File: src/rtl/addsub_pkg.sv
// -----------------------------------------------------------------------------
// addsub_pkg
// Shared definitions for the pipelined add/subtract unit:
//   MODE_ADD / MODE_SUB : encodings of the in_mode operation select.
//   seg_ok()            : legality check for the N / SEG slicing parameters.
// -----------------------------------------------------------------------------
package addsub_pkg;

  localparam logic MODE_ADD = 1'b0;
  localparam logic MODE_SUB = 1'b1;

  // The operand must split into a whole number of equal, non-empty slices.
  function automatic bit seg_ok(input int n, input int seg);
    return (seg > 0) && (n >= seg) && ((n % seg) == 0);
  endfunction

endpackage

File: src/rtl/addsub_slice.sv
// -----------------------------------------------------------------------------
// addsub_slice
// SEG-bit combinational adder with carry-in and carry-out; one per stage.
// Ports:
//   i_a, i_b  : SEG-bit operand slices (i_b already conditioned for subtract)
//   i_cin     : carry into this slice
//   o_sum     : SEG-bit sum slice
//   o_cout    : carry out of this slice
// -----------------------------------------------------------------------------
module addsub_slice #(
  parameter int SEG = 8
) (
  input  logic [SEG-1:0] i_a,
  input  logic [SEG-1:0] i_b,
  input  logic           i_cin,
  output logic [SEG-1:0] o_sum,
  output logic           o_cout
);

  logic [SEG:0] w_full;

  assign w_full          = {1'b0, i_a} + {1'b0, i_b} + {{SEG{1'b0}}, i_cin};
  assign {o_cout, o_sum} = w_full;

endmodule

File: src/rtl/addsub_pipe.sv
// -----------------------------------------------------------------------------
// addsub_pipe
// Pipelined N-bit add/subtract. The operands are cut into STAGES = N/SEG
// slices; stage k adds slice k and hands its carry to stage k+1 through a
// register. One operation per cycle, valid/ready handshake on both sides.
// Ports:
//   clk, rst            : rising-edge clock, asynchronous active-high reset
//   in_valid / in_ready : operand beat handshake (in_ready is the advance)
//   in_mode             : 0 = A+B, 1 = A-B
//   in_a, in_b          : N-bit operands
//   out_valid/out_ready : result beat handshake
//   out_z               : result modulo 2^N
//   out_cout            : carry out (subtract: 1 = no borrow, A >= B)
//   out_ovf             : two's-complement signed overflow
//   out_zero            : out_z == 0
// -----------------------------------------------------------------------------
module addsub_pipe
  import addsub_pkg::*;
#(
  parameter int N   = 32,
  parameter int SEG = 8
) (
  input  logic         clk,
  input  logic         rst,
  input  logic         in_valid,
  output logic         in_ready,
  input  logic         in_mode,
  input  logic [N-1:0] in_a,
  input  logic [N-1:0] in_b,
  output logic         out_valid,
  input  logic         out_ready,
  output logic [N-1:0] out_z,
  output logic         out_cout,
  output logic         out_ovf,
  output logic         out_zero
);

  localparam int STAGES = N / SEG;

  if (!seg_ok(N, SEG)) begin : g_bad_params
    $error("addsub_pipe: N must be a non-zero multiple of SEG");
  end

  // Single global advance: the whole pipe shifts together or holds together,
  // so a stalled result can never be overwritten by a beat behind it.
  logic w_adv;

  for (genvar k = 0; k < STAGES; k++) begin : g_stage
    // Stage inputs: the operand ports for stage 0, the previous stage's
    // registers otherwise.
    logic [N-1:0]   w_a_in;
    logic [N-1:0]   w_b_in;
    logic [N-1:0]   w_z_in;
    logic           w_c_in;
    logic           w_v_in;
    logic [SEG-1:0] w_sum;
    logic           w_cout;
    logic [N-1:0]   w_z_next;

    // Stage registers. A and B' travel at full width: the slices above k are
    // the skew operands still to be added, and bit N-1 carries the sign bits
    // needed for overflow at the end of the pipe.
    logic           r_v;
    logic           r_c;
    logic [N-1:0]   r_a;
    logic [N-1:0]   r_b;
    logic [N-1:0]   r_z;

    if (k == 0) begin : g_first
      // Subtract is A + ~B + 1: invert B here and inject the +1 as carry-in.
      // The mode is fully absorbed at this point, so it is not carried on.
      assign w_a_in = in_a;
      assign w_b_in = (in_mode == MODE_SUB) ? ~in_b : in_b;
      assign w_c_in = (in_mode == MODE_SUB);
      assign w_z_in = '0;
      assign w_v_in = in_valid;
    end else begin : g_next
      assign w_a_in = g_stage[k-1].r_a;
      assign w_b_in = g_stage[k-1].r_b;
      assign w_c_in = g_stage[k-1].r_c;
      assign w_z_in = g_stage[k-1].r_z;
      assign w_v_in = g_stage[k-1].r_v;
    end

    addsub_slice #(
      .SEG (SEG)
    ) u_slice (
      .i_a    (w_a_in[k*SEG +: SEG]),
      .i_b    (w_b_in[k*SEG +: SEG]),
      .i_cin  (w_c_in),
      .o_sum  (w_sum),
      .o_cout (w_cout)
    );

    // Lower slices pass through untouched; slice k is filled in here.
    // NOTE: combinational blocks use blocking '=' with a full default first,
    // so every bit has a value on every path and no latch is inferred.
    always_comb begin
      w_z_next               = w_z_in;
      w_z_next[k*SEG +: SEG] = w_sum;
    end

    // NOTE: the datapath registers are reset along with the valid bits so a
    // discarded operation can never leak a partial result onto out_z.
    always_ff @(posedge clk or posedge rst) begin
      if (rst) begin
        // NOTE: sequential state uses non-blocking '<=' so every stage
        // samples its neighbour's pre-edge value.
        r_v <= 1'b0;
        r_c <= 1'b0;
        r_a <= '0;
        r_b <= '0;
        r_z <= '0;
      end else if (w_adv) begin
        r_v <= w_v_in;
        r_c <= w_cout;
        r_a <= w_a_in;
        r_b <= w_b_in;
        r_z <= w_z_next;
      end
    end
  end

  // Final stage view.
  logic         w_v_last;
  logic [N-1:0] w_z_last;
  logic         w_sign_a;
  logic         w_sign_b;
  logic         w_sign_z;

  assign w_v_last = g_stage[STAGES-1].r_v;
  assign w_z_last = g_stage[STAGES-1].r_z;
  assign w_sign_a = g_stage[STAGES-1].r_a[N-1];
  assign w_sign_b = g_stage[STAGES-1].r_b[N-1];
  assign w_sign_z = w_z_last[N-1];

  assign w_adv     = ~w_v_last | out_ready;
  assign in_ready  = w_adv;

  assign out_valid = w_v_last;
  assign out_z     = w_z_last;
  assign out_cout  = g_stage[STAGES-1].r_c;
  // Flags are qualified by valid: an all-zero reset image must not read as
  // a zero result.
  assign out_ovf   = w_v_last & (w_sign_a == w_sign_b) & (w_sign_z != w_sign_a);
  assign out_zero  = w_v_last & ~|w_z_last;

endmodule

File: config.mk
export PLATFORM = sky130hd
export DESIGN_NAME = addsub_pipe
export DESIGN_NICKNAME = d
export VERILOG_FILES = /design/src/rtl/addsub_pkg.sv /design/src/rtl/addsub_slice.sv /design/src/rtl/addsub_pipe.sv
export SDC_FILE = /design/constraint.sdc
export NUM_CORES = 1
export LEC_CHECK = 0
export BUFFER_PORTS_ARGS = -buffer_cell sky130_fd_sc_hd__clkbuf_2
export CAP_MARGIN = 20
export CORE_ASPECT_RATIO = 0.6
export CORE_UTILIZATION = 30
export CTS_BUF_LIST = sky130_fd_sc_hd__clkbuf_4 sky130_fd_sc_hd__clkbuf_8
export DETAILED_ROUTE_END_ITERATION = 10
export GPL_TIMING_DRIVEN = 0
export PLACE_DENSITY = 0.51
export SETUP_SLACK_MARGIN = 0.5
export SYNTH_ARGS = -nofsm -noshare
export SYNTH_HDL_FRONTEND = slang
export SYNTH_HIERARCHICAL = 1
export SYNTH_SLANG_ARGS = --single-unit
export TNS_END_PERCENT = 1
File: constraint.sdc
create_clock -name clk -period 6.7 [get_ports clk]
set_input_delay 1.675 -clock clk [delete_from_list [all_inputs] [get_ports clk]]
set_output_delay 1.675 -clock clk [all_outputs]
set_load 0.02 [all_outputs]
# Word level (Yosys, flattened, before mapping)
# Cells that the tools add are included.
# W data, S select, Z words.
# word_totals
input_bits	69
output_inout_bits	37
register_bits	344
# classes
n_addsub	8
muxes	1
reduce_logical	2
n_bitwise	6
n_eq_ne	2
# ops
operator	count
$add A8 B8 Y9	4
$add A9 B1 Y9	4
$mux W32	1
$not A32 Y32	1
$reduce_or A32 Y1	1
$and A1 B1 Y1	3
$eq A1 B1 Y1	1
$logic_not A1 Y1	1
$ne A1 B1 Y1	1
$not A1 Y1	1
$or A1 B1 Y1	1

# Longest topological paths before layout
# Gate-level depths: netlist (run 1).
# logic_depth
ltp_word	4
depth_mapped	10
depth_no_buf	8

# By module
# Netlist (run 1), hierarchy kept.
# by_module_without_submodules
mod	instances	area_each_um2	cells_each
addsub_pipe	1	7846.3	473
addsub_slice at g_stage[0].u_slice ...	3	331.6	42
addsub_slice at g_stage[3].u_slice	1	312.8	38

# Worst setup path after synthesis (run 1)
# No wires, ideal clock.
# synth_path
kind	input -> output
startpoint	input out_ready
endpoint	output in_ready
arrival_time_ns	2.246
path_buffers	2
t_required_ns	5.025
cell_stages	3
path_slack_ns	2.779
cell_sequence	nand2b_4 buf_2 buf_2
# synth_between
elab_chain_len	1
# synth_rtl
element	line_no	source
from (decl)	addsub_pipe.sv:31	input logic out_ready,
$or A1 B1 Y1	addsub_pipe.sv:137	assign w_adv = ~w_v_last | out_ready;
to (decl)	addsub_pipe.sv:26	output logic in_ready,
# Every way passes these cells.

# Worst setup path after layout (run 1)
# Ends and elaborated chain as after synthesis.

==> run_results.csv, run 1 <==
group,metric,value,unit
floorplan,fp-row-count,49,
timing,fin_crit,4400,ps
worst_setup_path,crit_chain,"clkbuf_2 > nand2b_4 > buf_2 > buf_2 > clkbuf_2",
power,intPower,3.47,mW
power,seq_power_share,37.3,%
power,p_clk_share,15.4,%
yosys,synth.most_common_cell,"dfrtp_1",
timing,fin_setup_tns,0,ps
routing,drt-pass1-iter-count,4,
clock_network,cts.sinks,186,
yosys,netlist_area,0.00915,mm2
clock_network,post_cts_buffers,0,
placed_design,gp_congestion,0.780,
yosys,ys_seq_area_share,50.8,%
yosys,yosysWarnings,6,
worst_setup_path,cp_slowest_cell,"buf_2",
finish,drive_gt1_share,43.3,%
placed_design,dpl.hpwl,15500,um
worst_setup_path,crit_fanout,10,
yosys,ys_seq_elements,186,
clock_network,cts_hold_buf,0,
worst_setup_path,cp_num_buf_inv,4,
timing,post-route-period-util,65.7,%
run_status,status,"finished, final reports clean",
clock_network,cts_buffers,17,
power,leakagePower,5.07,nW
power,irDropWorstVdd,0.152,mV
power,pwr-share-comb,47.2,%
clock_network,clk_path_buf_depth,2,
timing,finalHoldViolCount,0,
min_path,hp-class,"flip-flop to flip-flop",
global_routing,grt-ovfl-total,0,
yosys,async_flop_share,100,%
yosys,synth_edf_count,0,
finish,diodes,0,
routing,drtIter0Drc,262,
finish,post-route-util,35.8,%
timing,fin_worst_skew,17.8,ps
clock_network,cts-root-buf,"clkbuf_8",
routing,vias_per_cell,4.42,
power,swShare,35.2,%
yosys,synth.largest_area_cell,"dfrtp_1",
clock_network,cts_resized,0,
floorplan,initial_core_util,30.5,%
global_routing,grt_usage,14.2,%
global_routing,grt_pass1_vias,5490,
routing,wl_per_cell,17.5,um
timing,finalSetupViolCount,0,
yosys,synth.area.top_cells,"dfrtp_1 (51%), mux2_4 (23%), ha_1 (3.8%)",
timing,maxSlewHeadroom,27.8,%
timing,rsz0062_at_grt,"no",
timing,drv_slew,0,
clock_network,cts_tree,"yes",
routing,num_vias,5245,
clock_network,clk-insertion-delay-late,480,ps
clock_network,htreeDepth,4,
power,switching_power,1.89,mW
timing,fmax,0.227,GHz
floorplan,core_area,0.0300,mm2
routing,ant_nets,0,
finish,area_delta_synth_final,17.2,%
yosys,synth_nets,742,
worst_setup_path,path_delay_family,"buffers and inverters",
clock_network,clkTransAtPathRegs,80,ps
worst_setup_path,critPathArrivalTime,2730,ps
timing,worst_pin_slew,1070,ps
yosys,synth_top_area_share,50.8,%
global_routing,grt_pass1_wl,32500,um
power,power_density,500,mW/mm2
routing,drc_errors,0,
yosys,synth_top_cells_by_count,"dfrtp_1 (186), mux2_4 (140), a21oi_1 (43)",
global_routing,antenna_found_initial,1,
floorplan,die_w,228,um
yosys,synth-main-ff-cell,"dfrtp_1",
worst_setup_path,start_kind,"primary input",
placed_design,portBuffers,105,
power,power,5.36,mW
yosys,synth_cell_types,39,
worst_setup_path,cp.required,5030,ps
yosys,synthCells,637,
finish,nets,871,
floorplan,num_io_pins,106,
floorplan,die_area,0.0312,mm2
floorplan,fp.dieH,137,um
global_routing,grt_max_degree,41,
worst_setup_path,end_kind,"output port",
worst_setup_path,max_stage_delay,300,ps
yosys,syn_avg_cell_area,14.4,um2
worst_setup_path,critPathKind,"primary input to output port",
routing,wl,20800,um
flow_run,drv_cap,0,
per-stage QoR:
step	worst slack, ps	std cells	instance area, um2	hold WS [ps]
after floorplan	2630	637	9160	435
after detailed placement	2070	1155	10300	469
after CTS	2280	1187	10700	492
final	2300	1187	10700	486
after global placement	1270	1150	10200	452
after global routing	2230	1187	10700	518
power groups by stage:
stage               registers (mW)  clock network (mW)  logic (mW)
finish                        2.00               0.828        2.53
CTS                           2.01               0.851        2.56
detailed placement            2.03                   0        2.54
global placement              2.02                   0        2.50
floorplan                     2.03                   0        1.92
global route                  2.07               0.903        2.76
kinds of logic (layout without fill, tap and decap cells):
group / count (synthesis) / in the layout / synth area share, %
adder cells (fa/ha/maj): 36 / 36 / 5.58
AO/OA/AOI/OAI: 77 / 77 / 5.29
multiplexers: 164 / 164 / 25.9
flip-flops: 186 / 186 / 50.8
XOR/XNOR: 49 / 49 / 4.69
AND/OR/NAND/NOR: 87 / 87 / 4.62
buffers and inverters: 38 / 180 / 3.10
cell usage in the layout (no fill, tap or decap), types with 10 or more instances in the layout:
| cell type | Yosys | final |
|---|---|---|
| xnor2_1 | 34 | 34 |
| mux2_4 | 140 | 140 |
| ha_1 | 28 | 28 |
| clkbuf_2 | 0 | 105 |
| xor2_1 | 15 | 15 |
| nor2_1 | 33 | 33 |
| dfrtp_1 | 186 | 186 |
| nor4_1 | 10 | 10 |
| mux2_2 | 21 | 21 |
| nand2_1 | 13 | 13 |
| clkbuf_8 | 0 | 20 |
| buf_6 | 16 | 16 |
| a21oi_1 | 43 | 43 |
flip-flops by register name, indices dropped and copies added (netlist names):
signal and cells:
g_stage.r_b 49, g_stage.r_c 3, out_z 32, g_stage.r_v 3, out_valid 1, g_stage.r_z 48, g_stage.r_a 49, out_cout 1
per-layer routing:
layer | vias up | track usage [%] | share of wire, %
li1 | 2538 | - | -
met1 | 2615 | 21.6 | 53
met2 | 74 | 19.8 | 41
met3 | 16 | 3.60 | 4.8
met4 | 2 | 3.43 | 0.86
met5 | - | 0 | 0.082
worst reg2reg max path, stage by stage (launching register included):
cell and delay (ps):
dfrtp_1 420, fa_1 480, fa_1 430, a21oi_1 180
nor2b_1 100, a31oi_1 310, o21ai_0 180, mux2_4 270
cell type report:
class	count	area, um2
fillers	2942	19300
flip-flops and latches	186	4650
multi-input cells	413	4220
repair buffers	110	626
well taps	408	510
clock buffers	22	290
plain buffers	27	243
clock inverters	10	140
inverters	11	45.0
final timing paths:
| check | from | cells after the start | end | slack (ps) |
|---|---|---|---|---|
| worst max register to register | g_stage[2].r_a[24]$_DFFE_PP0P_ | 7 | out_cout$_DFFE_PP0P_ | 4220 |
| worst max-delay path | out_ready | 5 | in_ready | 2300 |
| worst min-delay path | g_stage[2].r_v$_DFFE_PP0P_ | 1 | out_valid$_DFFE_PP0P_ | 490 |
| worst min register to register | g_stage[2].r_v$_DFFE_PP0P_ | 1 | out_valid$_DFFE_PP0P_ | 490 |
| max in group asynchronous | rst | 4 | g_stage[0].r_b[27]$_DFFE_PP0P_ | 4750 |
| min in group asynchronous | rst | 2 | g_stage[0].r_a[12]$_DFFE_PP0P_ | 1140 |
(Power assumes the default switching activity.)
==> run 2, diff against run 1 <==
Clock period 6.7 ns to 3.9 ns, I/O delays scaled along.
==> run_results.csv, run 2 (synthesized netlist as in run 1, its figures left out) <==
group,metric,value,unit
timing,fin_ws,631,ps
worst_setup_path,critPathKind,"primary input to flip-flop",
routing,drc_errors,0,
power,power_density,858,mW/mm2
worst_setup_path,crit_chain,"clkbuf_2 > buf_2 > buf_4 > xor2_1 > fa_1 > fa_1 > a21oi_1 > nor2_1 > nor2_1 > o21ai_1 > mux2_4",
flow_run,drv_cap,0,
finish,nets,871,
run_status,status,"finished, final reports clean",
floorplan,num_io_pins,106,
routing,drt-pass1-iter-count,4,
min_path,hp-class,"primary input to async pin",
power,seq_power_share,37.4,%
finish,final_common_cell,"dfrtp_1",
power,switching_power,3.25,mW
worst_setup_path,critPathArrivalTime,3640,ps
power,intPower,5.97,mW
timing,fin_worst_skew,17.3,ps
floorplan,fp-row-count,49,
worst_setup_path,cp_slowest_cell,"fa_1",
worst_setup_path,cp_num_buf_inv,3,
routing,wl_met1,11000,um
routing,drtIter0Drc,268,
clock_network,cts_hold_buf,0,
power,p_clk_share,15.4,%
routing,ant_nets,0,
clock_network,cts_tree,"yes",
routing,wl_met3,1050,um
global_routing,grt_pass1_wl,32600,um
routing,highest_layer,"met5",
timing,fmax,0.306,GHz
timing,post-route-period-util,83.8,%
finish,area_delta_synth_final,17.3,%
clock_network,post_cts_buffers,0,
global_routing,grt_max_degree,41,
finish,reg_top3,"g_stage.r_a: 49 flops, g_stage.r_b: 49 flops, g_stage.r_z: 48 flops",
worst_setup_path,cp.required,4270,ps
placed_design,dpl.hpwl,15500,um
timing,fin_crit,3270,ps
worst_setup_path,end_kind,"flip-flop",
clock_network,htreeDepth,4,
global_routing,grt_usage,14.2,%
clock_network,cts_buffers,17,
floorplan,core_area,0.0300,mm2
floorplan,fp.dieH,137,um
timing,fin_setup_tns,0,ps
power,leakagePower,5.07,nW
floorplan,die_area,0.0312,mm2
worst_setup_path,crit_cells,11,
clock_network,cts.sinks,186,
timing,worst_pin_slew,756,ps
timing,maxSlewHeadroom,49.1,%
timing,drv_slew,0,
clock_network,cts-root-buf,"clkbuf_8",
clock_network,clk_path_buf_depth,2,
finish,n_fill_cell,2938,
routing,wl,20800,um
placed_design,place_ws,-27.9,ps
power,swShare,35.2,%
global_routing,antenna_found_initial,1,
routing,num_vias,5241,
finish,diodes,0,
worst_setup_path,startpoint,"in_mode",
worst_setup_path,start_kind,"primary input",
power,irDropWorstVdd,0.261,mV
clock_network,clkTransAtPathRegs,100,ps
finish,drive_gt1_share,43.5,%
floorplan,die_w,228,um
timing,finalHoldViolCount,0,
global_routing,grt_pass1_vias,5494,
global_routing,grt-ovfl-total,0,
placed_design,portBuffers,105,
power,pwr-share-comb,47.2,%
clock_network,clk-insertion-delay-late,480,ps
floorplan,initial_core_util,30.5,%
routing,wl_met2,8500,um
placed_design,gp_congestion,0.780,
worst_setup_path,r2r_start,"g_stage[2].r_a[24]$_DFFE_PP0P_",
timing,finalSetupViolCount,0,
routing,wl_per_cell,17.5,um
timing,rsz0062_at_grt,"yes",
worst_setup_path,max_stage_delay,440,ps
worst_setup_path,path_delay_family,"adder cells",
worst_setup_path,crit_fanout,10,
finish,final_cell_mix,"dfrtp_1 (186), mux2_4 (140), clkbuf_2 (105), a21oi_1 (43), xnor2_1 (34)",
routing,vias_per_cell,4.42,
worst_setup_path,ff2ff_path_depth,7,
## run 2: cell counts in the layout (fill, tap and decap cells not counted)
No cell type changed its count.
## run 2: path summary, 6_finish.rpt
| kind | to | slack, ps |
|---|---|---|
| setup / recovery | g_stage[0].r_c$_DFFE_PP0P_ | 630 |
| hold / removal | g_stage[0].r_a[12]$_DFFE_PP0P_ | 440 |
| setup reg to reg | out_cout$_DFFE_PP0P_ | 1420 |
| hold reg to reg | out_valid$_DFFE_PP0P_ | 490 |
| max in group asynchronous | g_stage[0].r_b[27]$_DFFE_PP0P_ | 2660 |
| min in group clk | out_valid$_DFFE_PP0P_ | 490 |
## run 2: worst register-to-register path, stage by stage, from the launching register on
cell and delay [ps]:
dfrtp_1 420, fa_1 480, fa_1 430, a21oi_1 180, nor2b_1 100, a31oi_1 310
o21ai_0 180, mux2_4 270
## run 2: metrics by stage
| step | utilization [%] | total power, mW | hold slack (ps) | area, um2 | instances |
|---|---|---|---|---|---|
| after floorplan | - | 6.79 | 435 | 9160 | 637 |
| after detailed placement | 34.3 | 7.84 | 469 | 10300 | 1155 |
| after global routing | 35.8 | 9.88 | 429 | 10700 | 1187 |
| final | 35.8 | 9.22 | 443 | 10700 | 1187 |
| after CTS | 35.8 | 9.31 | 427 | 10700 | 1187 |
| after global placement | 34.0 | 7.77 | 452 | 10200 | 1150 |
## run 2: layout make-up
class	instances	area (um2)	share of cell area (%)
multi-input cells	413	4230	39.4
clock inverters	10	140	1.31
inverters	11	45.0	0.420
flip-flops and latches	186	4650	43.4
clock buffers	22	290	2.70
well taps	408	510	4.75
repair buffers	110	626	5.83
plain buffers	27	243	2.26
## run 2: layer usage
| layer | track usage (%) | up-vias |
|---|---|---|
| met3 | 3.60 | 16 |
| met4 | 3.43 | 2 |
| met2 | 19.8 | 77 |
| met5 | 0 | - |
| met1 | 21.6 | 2609 |
| li1 | - | 2537 |
## run 2: power by group through the flow
stage	Combinational (mW)	Sequential (mW)	Clock, mW
after floorplan	3.29	3.49	0
after global placement	4.30	3.47	0
after detailed placement	4.36	3.49	0
after CTS	4.39	3.46	1.46
after global routing	4.75	3.57	1.55
final	4.35	3.45	1.42
## run 2: what timing repair did
item                                   4_1_cts  5_1_grt
endpoints found under the hold margin        0        0
gates resized for setup                      1        2
setup endpoints to repair                    2        2
==> run 3, diff against run 2 <==
Settings changed: ABC_AREA from default to 1.
Clock period 3.9 ns to 2.8 ns, I/O delays scaled along.
==> run_results.csv, run 3 <==
group,metric,value,unit
yosys,async_flop_share,100,%
run_status,status,"finished, final reports clean",
placed_design,place_ws,-764,ps
finish,final_common_cell,"nand2_1",
floorplan,die_area,0.0312,mm2
clock_network,clk_path_buf_depth,2,
timing,maxSlewHeadroom,42.2,%
power,irDropWorstVdd,0.399,mV
yosys,ys_seq_area_share,50.8,%
worst_setup_path,cp_common_cell,"buf_12",
worst_setup_path,start_kind,"flip-flop",
yosys,synth.area.top_cells,"dfrtp_1 (51%), nand2_1 (8.8%), a21oi_2 (6.5%)",
timing,whs,329,ps
flow_run,drv_cap,0,
timing,fin_ws,379,ps
finish,reg_top3,"g_stage.r_a: 49 flops, g_stage.r_b: 49 flops, g_stage.r_z: 48 flops",
yosys,synthCells,1020,
worst_setup_path,crit_chain,"inv_2 > or2_1 > buf_2 > buf_6 > buf_12 > buf_12 > buf_8",
power,power,12.6,mW
placed_design,dp.cells,1537,
worst_setup_path,cp_slowest_cell,"dfrtp_1",
finish,nets,1258,
finish,diodes,0,
clock_network,htreeDepth,4,
global_routing,grt_max_degree,41,
worst_setup_path,critPathKind,"flip-flop to output port",
yosys,synth-compound-area-share,13.7,%
worst_setup_path,critPathArrivalTime,1720,ps
power,power_density,1170,mW/mm2
timing,finalSetupViolCount,0,
yosys,synth-main-ff-cell,"dfrtp_1",
finish,final_cell_mix,"nand2_1 (215), dfrtp_1 (186), inv_1 (145), o21ai_0 (110), clkbuf_2 (103)",
yosys,syn_avg_cell_area,8.98,um2
placed_design,dpl.hpwl,18600,um
yosys,yosysWarnings,6,
floorplan,core_area,0.0300,mm2
finish,drive_gt1_share,24.0,%
routing,vias_per_cell,4.30,
clock_network,clkTransAtPathRegs,100,ps
routing,ant_nets,0,
routing,drtIter0Drc,474,
min_path,hp-class,"primary input to async pin",
timing,finalHoldViolCount,0,
placed_design,place_area,0.0103,mm2
clock_network,cts_hold_buf,0,
yosys,synth_top_area_share,50.8,%
routing,wl,24600,um
timing,fmax,0.413,GHz
global_routing,grt_pass1_vias,6571,
global_routing,grt_pass1_wl,38600,um
worst_setup_path,cp.required,2100,ps
worst_setup_path,crit_fanout,3,
yosys,synth_edf_count,0,
global_routing,grt_usage,16.9,%
worst_setup_path,max_stage_delay,380,ps
yosys,muxShareOfSynthArea,0,%
yosys,synth_fa_ha_area_share,5.58,%
finish,post-route-util,35.8,%
floorplan,fp.dieH,137,um
timing,drv_slew,0,
timing,fin_setup_tns,0,ps
floorplan,fp-row-count,49,
timing,fin_crit,2420,ps
routing,wl_per_cell,15.6,um
finish,final_area,0.0107,mm2
routing,num_vias,6774,
finish,area_delta_synth_final,17.3,%
power,leakagePower,5.40,nW
routing,drt-pass1-iter-count,4,
timing,worst_pin_slew,867,ps
yosys,synth_top_family_by_area,"simple AND/OR/NAND/NOR gates",
floorplan,die_w,228,um
finish,n_fill_cell,3187,
clock_network,clk-insertion-delay-late,500,ps
clock_network,cts_buffers,17,
timing,rsz0062_at_grt,"yes",
yosys,synth.largest_area_cell,"dfrtp_1",
yosys,synth_top_cells_by_count,"nand2_1 (215), dfrtp_1 (186), inv_1 (146)",
clock_network,cts_tree,"yes",
placed_design,portBuffers,105,
global_routing,grt-ovfl-total,0,
routing,drc_errors,0,
yosys,netlist_area,0.00916,mm2
finish,layout.cells.non_filler,1574,
worst_setup_path,end_kind,"output port",
yosys,ys_seq_elements,186,
placed_design,gp_congestion,0.811,
timing,post-route-period-util,86.4,%
yosys,synth_cell_types,25,
floorplan,initial_core_util,30.5,%
global_routing,antenna_found_initial,1,
clock_network,cts-root-buf,"clkbuf_8",
worst_setup_path,path_delay_family,"buffers and inverters",
yosys,synth.most_common_cell,"nand2_1",
yosys,synth_nets,1125,
floorplan,num_io_pins,106,
yosys,synthXorXnorAreaFrac,4.21,%
clock_network,cts.sinks,186,
yosys,yosys.area_share.simple,16.6,%
worst_setup_path,cp_num_buf_inv,6,
timing,fin_worst_skew,15.2,ps
-- run 3: cell types whose count changed after synthesis, sizes merged, moves of 8 or more --
cell / before / now
a21oi: 44 / 85
nand2: 13 / 224
or2: 0 / 8
nor2b: 8 / 0
nand3: 7 / 20
nor4: 10 / 0
mux2: 161 / 0
clkbuf: 0 / 15
o21ai: 5 / 114
inv: 11 / 150
nor2: 33 / 99
nor3: 9 / 1
-- run 3: final timing paths --
path                                             endpoint  slack [ps]                           start  depth (start not counted)
setup / recovery                                 in_ready         380           out_valid$_DFFE_PP0P_                          7
hold / removal             g_stage[0].r_a[11]$_DFFE_PP0P_         330                             rst                          2
setup reg to reg           g_stage[2].r_z[22]$_DFFE_PP0P_         690  g_stage[1].r_a[16]$_DFFE_PP0P_                         10
hold reg to reg                     out_valid$_DFFE_PP0P_         460      g_stage[2].r_v$_DFFE_PP0P_                          2
max in group asynchronous           out_z[17]$_DFFE_PP0P_        1500                             rst                          4
min in group clk           g_stage[0].r_a[14]$_DFFE_PP0P_         410                        in_a[14]                          3
-- run 3: cell families (layout without fill, tap and decap cells) --
kind of cell / after synthesis / after routing
and+or+nand+nor: 359 / 359
AOI/OAI and AO/OA: 199 / 199
buffers and inverters: 196 / 342
DFF: 186 / 186
xor gates and xnor gates: 44 / 44
adders and majority gates: 36 / 36
-- run 3: power breakdown --
| group | switching [mW] | leakage (nW) | internal, mW | total, mW |
|---|---|---|---|---|
| logic | 3.88 | 3.02 | 2.26 | 6.14 |
| clock network | 1.12 | 0.178 | 0.675 | 1.79 |
| registers | 0.730 | 2.20 | 3.91 | 4.64 |
-- run 3: what timing repair did --
item,in CTS,in global routing
pin swaps,0,1
setup buffers,5,0
cloned,0,0
resized for setup,12,7
setup endpoints to repair,11,6
-- run 3: cell type report --
cell class	count	area (um2)	area share [%]
Sequential cell	186	4650	43.3
Multi-Input combinational cell	638	3680	34.2
Timing Repair Buffer	114	653	6.08
Inverter	150	567	5.28
Tap cell	408	510	4.75
Buffer	46	303	2.82
Clock buffer	18	248	2.31
Clock inverter	14	131	1.22
-- run 3: worst reg2reg max path, stage by stage, from the launching register on --
cell      delay [ps]
dfrtp_1          410
fa_1             470
fa_1             410
nand2_1           80
nand2_1          100
nand3b_4         100
nand2_1           70
nand2_1           60
nand2_1           50
nand2_1          130
o21ai_0          100
-- run 3: routing by layer --
metal | vias up | routed length, um | global-route usage (%)
met3 | 18 | 1160 | 4.18
met2 | 122 | 8900 | 21.1
li1 | 3424 | - | -
met4 | 0 | 256 | 4.40
met1 | 3210 | 14300 | 27.6
met5 | - | 0 | 0
